$ cat src/rtl/ram_read_prefetch_if.sv
// Read-side bus of the sync FIFO: pointer exchange with the write side,
// RAM read port, and the valid/ready output stream.
interface ram_read_prefetch_if #(
  parameter int DATA_WIDTH   = 8,
  parameter int LB_RAM_DEPTH = 8
);
  logic [LB_RAM_DEPTH:0]   wr_ptr;
  logic [LB_RAM_DEPTH:0]   rd_ptr;
  logic                    port_busy;
  logic [LB_RAM_DEPTH-1:0] ram_addr;
  logic                    rd_issue;
  logic [DATA_WIDTH-1:0]   ram_dout;
  logic [DATA_WIDTH-1:0]   dout;
  logic                    dout_valid;
  logic                    dout_ready;

  // Prefetch stage side
  modport master (
    input  wr_ptr, port_busy, ram_dout, dout_ready,
    output rd_ptr, ram_addr, rd_issue, dout, dout_valid
  );

  // Write side, RAM and consumer side
  modport slave (
    output wr_ptr, port_busy, ram_dout, dout_ready,
    input  rd_ptr, ram_addr, rd_issue, dout, dout_valid
  );
endinterface

$ cat src/rtl/ram_read_prefetch.sv
// Read prefetch stage behind a 2-cycle-latency block RAM. Issues reads when
// the port is free and credit allows, tracks them through a 2-stage valid
// pipe and lands returned words in a small circular skid buffer.
module ram_read_prefetch #(
  parameter int DATA_WIDTH   = 8,
  parameter int RAM_DEPTH    = 256,
  parameter int LB_RAM_DEPTH = $clog2(RAM_DEPTH),
  parameter int SKID_DEPTH   = 4
) (
  input  logic                clk,
  input  logic                rst,
  ram_read_prefetch_if.master bus
);
  localparam int IDX_W = (SKID_DEPTH > 1) ? $clog2(SKID_DEPTH) : 1;
  localparam int CNT_W = $clog2(SKID_DEPTH + 1);
  localparam int CRD_W = CNT_W + 1;

  logic [LB_RAM_DEPTH:0]  rd_ptr;
  logic                   v1;
  logic                   v2;
  logic [DATA_WIDTH-1:0]  mem [SKID_DEPTH];
  logic [IDX_W-1:0]       head;
  logic [IDX_W-1:0]       tail;
  logic [CNT_W-1:0]       count;
  logic                   empty;
  logic                   issue;
  logic                   push;
  logic                   pop;
  logic [CRD_W-1:0]       credit_used;

  function automatic logic [IDX_W-1:0] idx_next(input logic [IDX_W-1:0] i);
    return (i == IDX_W'(SKID_DEPTH - 1)) ? '0 : i + 1'b1;
  endfunction

  // Issue decision: words in flight plus words buffered must leave room
  always_comb begin
    empty       = 1'b0;
    credit_used = '0;
    issue       = 1'b0;
    push        = 1'b0;
    pop         = 1'b0;
    empty       = (rd_ptr == bus.wr_ptr);
    credit_used = CRD_W'(v1) + CRD_W'(v2) + CRD_W'(count);
    issue       = !rst && !empty && !bus.port_busy &&
                  (credit_used < CRD_W'(SKID_DEPTH));
    push        = v2;
    pop         = (count != '0) && bus.dout_ready;
  end

  assign bus.rd_ptr     = rd_ptr;
  assign bus.ram_addr   = rd_ptr[LB_RAM_DEPTH-1:0];
  assign bus.rd_issue   = issue;
  assign bus.dout_valid = (count != '0);
  assign bus.dout       = (count != '0) ? mem[head] : '0;

  // Read pointer and in-flight valid pipe matching the RAM latency
  always_ff @(posedge clk) begin
    if (rst) begin
      rd_ptr <= '0;
      v1     <= 1'b0;
      v2     <= 1'b0;
    end else begin
      if (issue) rd_ptr <= rd_ptr + 1'b1;
      v1 <= issue;
      v2 <= v1;
    end
  end

  // Skid buffer indices and occupancy
  always_ff @(posedge clk) begin
    if (rst) begin
      head  <= '0;
      tail  <= '0;
      count <= '0;
    end else begin
      if (push) tail <= idx_next(tail);
      if (pop)  head <= idx_next(head);
      if (push && !pop)      count <= count + 1'b1;
      else if (pop && !push) count <= count - 1'b1;
    end
  end

  // Skid buffer storage; contents are don't-care while count is zero
  always_ff @(posedge clk) begin
    if (!rst && push) mem[tail] <= bus.ram_dout;
  end

  // Credit rule guarantees a returning word always has a free slot
  a_no_overflow: assert property (@(posedge clk) disable iff (rst)
    !(push && count == CNT_W'(SKID_DEPTH)));
endmodule

$ cat src/flat_wrapper.sv
// flat-port wrapper written by rule: the top's interface ports become plain ports
module ram_read_prefetch_flat 
#(
  parameter int DATA_WIDTH   = 8,
  parameter int RAM_DEPTH    = 256,
  parameter int LB_RAM_DEPTH = $clog2(RAM_DEPTH),
  parameter int SKID_DEPTH   = 4
)
  (clk, rst, bus_wr_ptr, bus_port_busy, bus_ram_dout, bus_dout_ready, bus_rd_ptr, bus_ram_addr, bus_rd_issue, bus_dout, bus_dout_valid);
  ram_read_prefetch_if #(.DATA_WIDTH(DATA_WIDTH), .LB_RAM_DEPTH(LB_RAM_DEPTH)) bus_i ();
  input  logic clk;
  input  logic rst;
  input wire logic [$bits(bus_i.wr_ptr)-1:0] bus_wr_ptr;
  input wire logic [$bits(bus_i.port_busy)-1:0] bus_port_busy;
  input wire logic [$bits(bus_i.ram_dout)-1:0] bus_ram_dout;
  input wire logic [$bits(bus_i.dout_ready)-1:0] bus_dout_ready;
  output wire logic [$bits(bus_i.rd_ptr)-1:0] bus_rd_ptr;
  output wire logic [$bits(bus_i.ram_addr)-1:0] bus_ram_addr;
  output wire logic [$bits(bus_i.rd_issue)-1:0] bus_rd_issue;
  output wire logic [$bits(bus_i.dout)-1:0] bus_dout;
  output wire logic [$bits(bus_i.dout_valid)-1:0] bus_dout_valid;
  assign bus_i.wr_ptr = bus_wr_ptr;
  assign bus_i.port_busy = bus_port_busy;
  assign bus_i.ram_dout = bus_ram_dout;
  assign bus_i.dout_ready = bus_dout_ready;
  assign bus_rd_ptr = bus_i.rd_ptr;
  assign bus_ram_addr = bus_i.ram_addr;
  assign bus_rd_issue = bus_i.rd_issue;
  assign bus_dout = bus_i.dout;
  assign bus_dout_valid = bus_i.dout_valid;
  ram_read_prefetch #(.DATA_WIDTH(DATA_WIDTH), .RAM_DEPTH(RAM_DEPTH), .LB_RAM_DEPTH(LB_RAM_DEPTH), .SKID_DEPTH(SKID_DEPTH)) u_core (.clk(clk), .rst(rst), .bus(bus_i));
endmodule
$ cat config.mk
export PLATFORM = sky130hd
export DESIGN_NAME = ram_read_prefetch_flat
export DESIGN_NICKNAME = d
export VERILOG_FILES = /design/src/rtl/ram_read_prefetch_if.sv /design/src/rtl/ram_read_prefetch.sv /design/src/flat_wrapper.sv
export SDC_FILE = /design/constraint.sdc
export NUM_CORES = 1
export LEC_CHECK = 0
export BUFFER_PORTS_ARGS = -buffer_cell sky130_fd_sc_hd__buf_2
export CAP_MARGIN = 15
export CORE_UTILIZATION = 46
export CTS_CLUSTER_DIAMETER = 30
export CTS_CLUSTER_SIZE = 20
export DETAILED_ROUTE_END_ITERATION = 8
export GPL_ROUTABILITY_DRIVEN = 0
export PLACE_DENSITY = 0.69
export SETUP_SLACK_MARGIN = 0.5
export SYNTH_ARGS = -nofsm -noshare
export SYNTH_HDL_FRONTEND = slang
export SYNTH_SLANG_ARGS = --single-unit
$ cat constraint.sdc
create_clock -name clk -period 3.3 [get_ports clk]
set_clock_uncertainty 0.1 [all_clocks]
set_input_delay 0.495 -clock clk [delete_from_list [all_inputs] [get_ports clk]]
set_output_delay 0.495 -clock clk [all_outputs]
set_load 0.005 [all_outputs]
==> flow_summary_export.csv <==
group,metric,value,unit
outcome,status,"completed",
global_route,grt.met3_usage,3.87,%
power_and_ir_drop,power.density_cell_area,591,mW/mm^2
clock_tree,cts_max_level,2,
layout,register_area,0.00136,mm^2
global_route,grt_max_degree,22,
power_and_ir_drop,power.sequential.fraction,50.3,%
clock_tree,cts_made_buffers,5,
power_and_ir_drop,switching_share,29.6,%
clock_tree,clk_lat_worst_skew,0.30,ns
power_and_ir_drop,netSwitchingPower,473,uW
yosys,syn-cell-area,0.00233,mm^2
detailed_routing,first_pass_iters,4,
timing,max_slew_margin,64.6,%
timing,setup_viol,0,
detailed_routing,detail_route.wl_per_cell,13.7,um
power_and_ir_drop,internal-power,1.12,mW
place,detailed_place_hpwl,2740,um
critical_path,worstPathArrival,2.10,ns
layout,layout-area-overhead-vs-synth,15.7,%
floorplanning,die_height,73.2,um
detailed_routing,wl,3910,um
detailed_routing,remaining_drc_errors,0,
critical_path,critPathBufInv,2,
detailed_routing,vias_per_cell,4.94,
timing,worst_pin_slew,0.531,ns
floorplanning,area_of_the_placeable_core,0.00479,mm^2
floorplanning,die_x,73.2,um
critical_path,cp_data_required_time,2.70,ns
place,buffer_ports.inserted,47,
clock_tree,clock_sink_count,52,
yosys,yosysWarnings,0,
critical_path,critical_path_peak_fanout,5,
yosys,post_synth_inst_count,175,
yosys,ys_dominant_reg_cell,"sky130_fd_sc_hd__edfxtp_1",
run,drv_cap,0,
yosys,synth_sequential_area_ratio,58.4,%
power_and_ir_drop,combPwrFrac,27.2,%
timing,setup_total_negative_slack,0,ns
timing,finalWorstPathRequiredPeriod,2.69,ns
power_and_ir_drop,vdd_ir_drop_max,0.300,mV
floorplanning,fp-row-count,25,
timing,rsz0062_at_grt,"false",
critical_path,critPathMostFrequentCell,"sky130_fd_sc_hd__ha_1",
detailed_routing,detailedRoute.firstIterationViolations,52,
detailed_routing,drt.antenna.violating_nets,0,
timing,hold_violations,0,
timing,final_number_of_max_transition_violations,0,
timing,period_share,81.6,%
clock_tree,cts.root.buffer_cell,"sky130_fd_sc_hd__clkbuf_8",
power_and_ir_drop,leakage,1.05,nW
floorplanning,ioPinCount,48,
yosys,netlist-cell-type-count,29,
layout,antenna_cells_inserted,0,
global_route,grt_first_pass_wirelength,6410,um
global_route,grt_use_met2,24.9,%
floorplanning,start_util,48.7,%
critical_path,path_delay_family,"simple AND/OR/NAND/NOR gates",
floorplanning,die_area,0.00536,mm^2
critical_path,cp-end-kind,"primary output",
global_route,vias_in_the_first_global_route,1354,
critical_path,criticalPathCategory,"flip-flop to primary output",
clock_tree,cts.path.max_buffers,2,
critical_path,critical_path.max_stage_delay,0.55,ns
clock_tree,cts.reportedPaths.clkPinSlew,0.10,ns
global_route,gr-usage-all-layers,16.5,%
clock_tree,holdBufCountCts,0,
layout,area_used_by_multi_input_combinational_logic,891,um^2
layout,design.final.nets,249,
timing,hold_slack,0.303,ns
yosys,synth_nets,206,
global_route,number_of_antenna_violations_at_the_first_check_in_global_routing,0,
power_and_ir_drop,share_clk_of_total_power,22.5,%
global_route,top_usage_layer,"met2",
global_route,globalRoute.totalOverflow,0,
detailed_routing,routed-via-count,1412,
timing,clock.fmax,371,MHz
critical_path,setup.worst_path.start_class,"flip-flop",
yosys,syn_area_per_cell,13.3,um^2
clock_tree,clock_tree_from_tritoncts,"yes",
layout,fillCellCount,402,
yosys,synth_seq_cells,52,
critical_path,timing.critical_path.cells,"ha_1, ha_1, or4_1, a31oi_4, o31ai_4, inv_2, buf_2",
critical_path,worst_path_slowest_cell,"sky130_fd_sc_hd__or4_1",
yosys,synth-edff-count,32,
global_route,gr-usage-met1,22.6,%
layout,share_of_cells_above_drive_strength_1,34.2,%
worst_hold_path,type_of_the_most_critical_hold_path,"primary input to flip-flop",
yosys,synth-async-reset-ratio,0,%
[placed cells by master (no fill, tap or decap), drive strengths merged]
cell type	n
inv	6
nand4	2
clkinv	2
ha	9
or3	3
buf	49
nor2	14
a31oi	1
a21oi	5
xor2	2
and2	12
xnor2	10
fa	1
or4b	1
nand3	6
mux4	8
nand2	7
o41ai	1
clkbuf	5
mux2	3
nor2b	6
nand2b	1
o21ai	3
dfxtp	20
nor3	2
edfxtp	32
o31ai	2
or4	1
mux2i	5
[path summary, 6_finish.rpt]
check,start,endpoint,slack [ns],cells past startpoint
worst min register to register,u_core.v1,u_core.push,0.36,1
worst max-delay path,u_core.push,bus_rd_issue,0.61,7
worst max register to register,u_core.count[0],u_core.count[2],0.67,8
worst min-delay path,bus_ram_dout[0],u_core.mem[0][0],0.30,1
[cells by family (layout without fill, tap and decap cells)]
family,count (synthesis),in the layout,synth area share [%]
AND/OR/NAND/NOR,55,55,12.4
flip-flops,52,52,58.4
buffers and inverters,18,62,4.18
multiplexers,16,16,11.3
AO/OA/AOI/OAI,12,12,3.49
XOR/XNOR,12,12,4.51
adder cells (fa/ha/maj),10,10,5.69
[registers in the layout, summed over array words and instances, names as in the netlist, named ones only]
register	count
u_core.v1	1
u_core.push	1
u_core.head	2
u_core.tail	2
u_core.bus.rd_ptr	9
u_core.mem	32
u_core.count	3
[synth_stat cells (all sizes together) (2+ instances only)]
cell	instances	share of area [%]
o21ai	3	0.64
a21oi	5	1.1
nand3	6	1.3
xor2	2	0.75
nand2	7	1.1
mux2i	5	2.1
nand4	2	0.54
inv	5	0.80
buf	8	2.6
dfxtp	20	17
clkbuf	5	0.80
and2	12	3.2
nor2	14	2.3
ha	9	4.8
mux2	3	1.4
o31ai	2	0.86
mux4	8	7.7
edfxtp	32	41
xnor2	10	3.8
or3	3	0.97
nor3	2	0.43
nor2b	6	1.6
[metal layers]
metal	wire length (um)	share of wire, %	vias to the layer above
li1	-	-	704
met4	66	1.7	0
met5	0	0	-
met1	1830	47	670
met3	135	3.5	7
met2	1870	48	31
[per-stage QoR]
step	instances	total power [mW]	cell area (um^2)	utilization, %	setup WS (ns)
floorplan	175	1.09	2330	-	0.937
global placement	277	1.24	2580	53.9	0.733
detailed placement	277	1.25	2580	53.9	0.667
CTS	286	1.61	2690	56.2	0.558
global route	286	1.70	2700	56.4	0.508
finish	286	1.59	2700	56.4	0.607
[worst register-to-register path: stages, from the launching register on]
cell	delay, ns
sky130_fd_sc_hd__dfxtp_1	0.39
sky130_fd_sc_hd__or3_2	0.59
sky130_fd_sc_hd__nand2_1	0.18
sky130_fd_sc_hd__ha_1	0.20
sky130_fd_sc_hd__inv_1	0.06
sky130_fd_sc_hd__fa_1	0.37
sky130_fd_sc_hd__xor2_1	0.15
sky130_fd_sc_hd__or3_2	0.41
sky130_fd_sc_hd__a21oi_1	0.14
[power groups by stage]
stage               sequential, mW  combinational [mW]  clock (mW)
global placement             0.817               0.425           0
global route                 0.813               0.490       0.396
CTS                          0.802               0.436       0.370
floorplan                    0.781               0.313           0
finish                       0.802               0.434       0.359
detailed placement           0.817               0.429           0
[cell type report]
class / count / share of cell area, %
Clock buffer: 5 / 2.55
Clock inverter: 3 / 0.835
Inverter: 5 / 0.696
Multi-Input combinational cell: 105 / 33.0
Sequential cell: 52 / 50.5
Tap cell: 67 / 3.11
Timing Repair Buffer: 49 / 9.28
[timing repair]
action	in CTS	in global routing
gates resized for setup	2	2
setup buffers	1	0
cloned	0	0
endpoints found under the setup margin	1	1
Power figures use the tool's default switching activity.
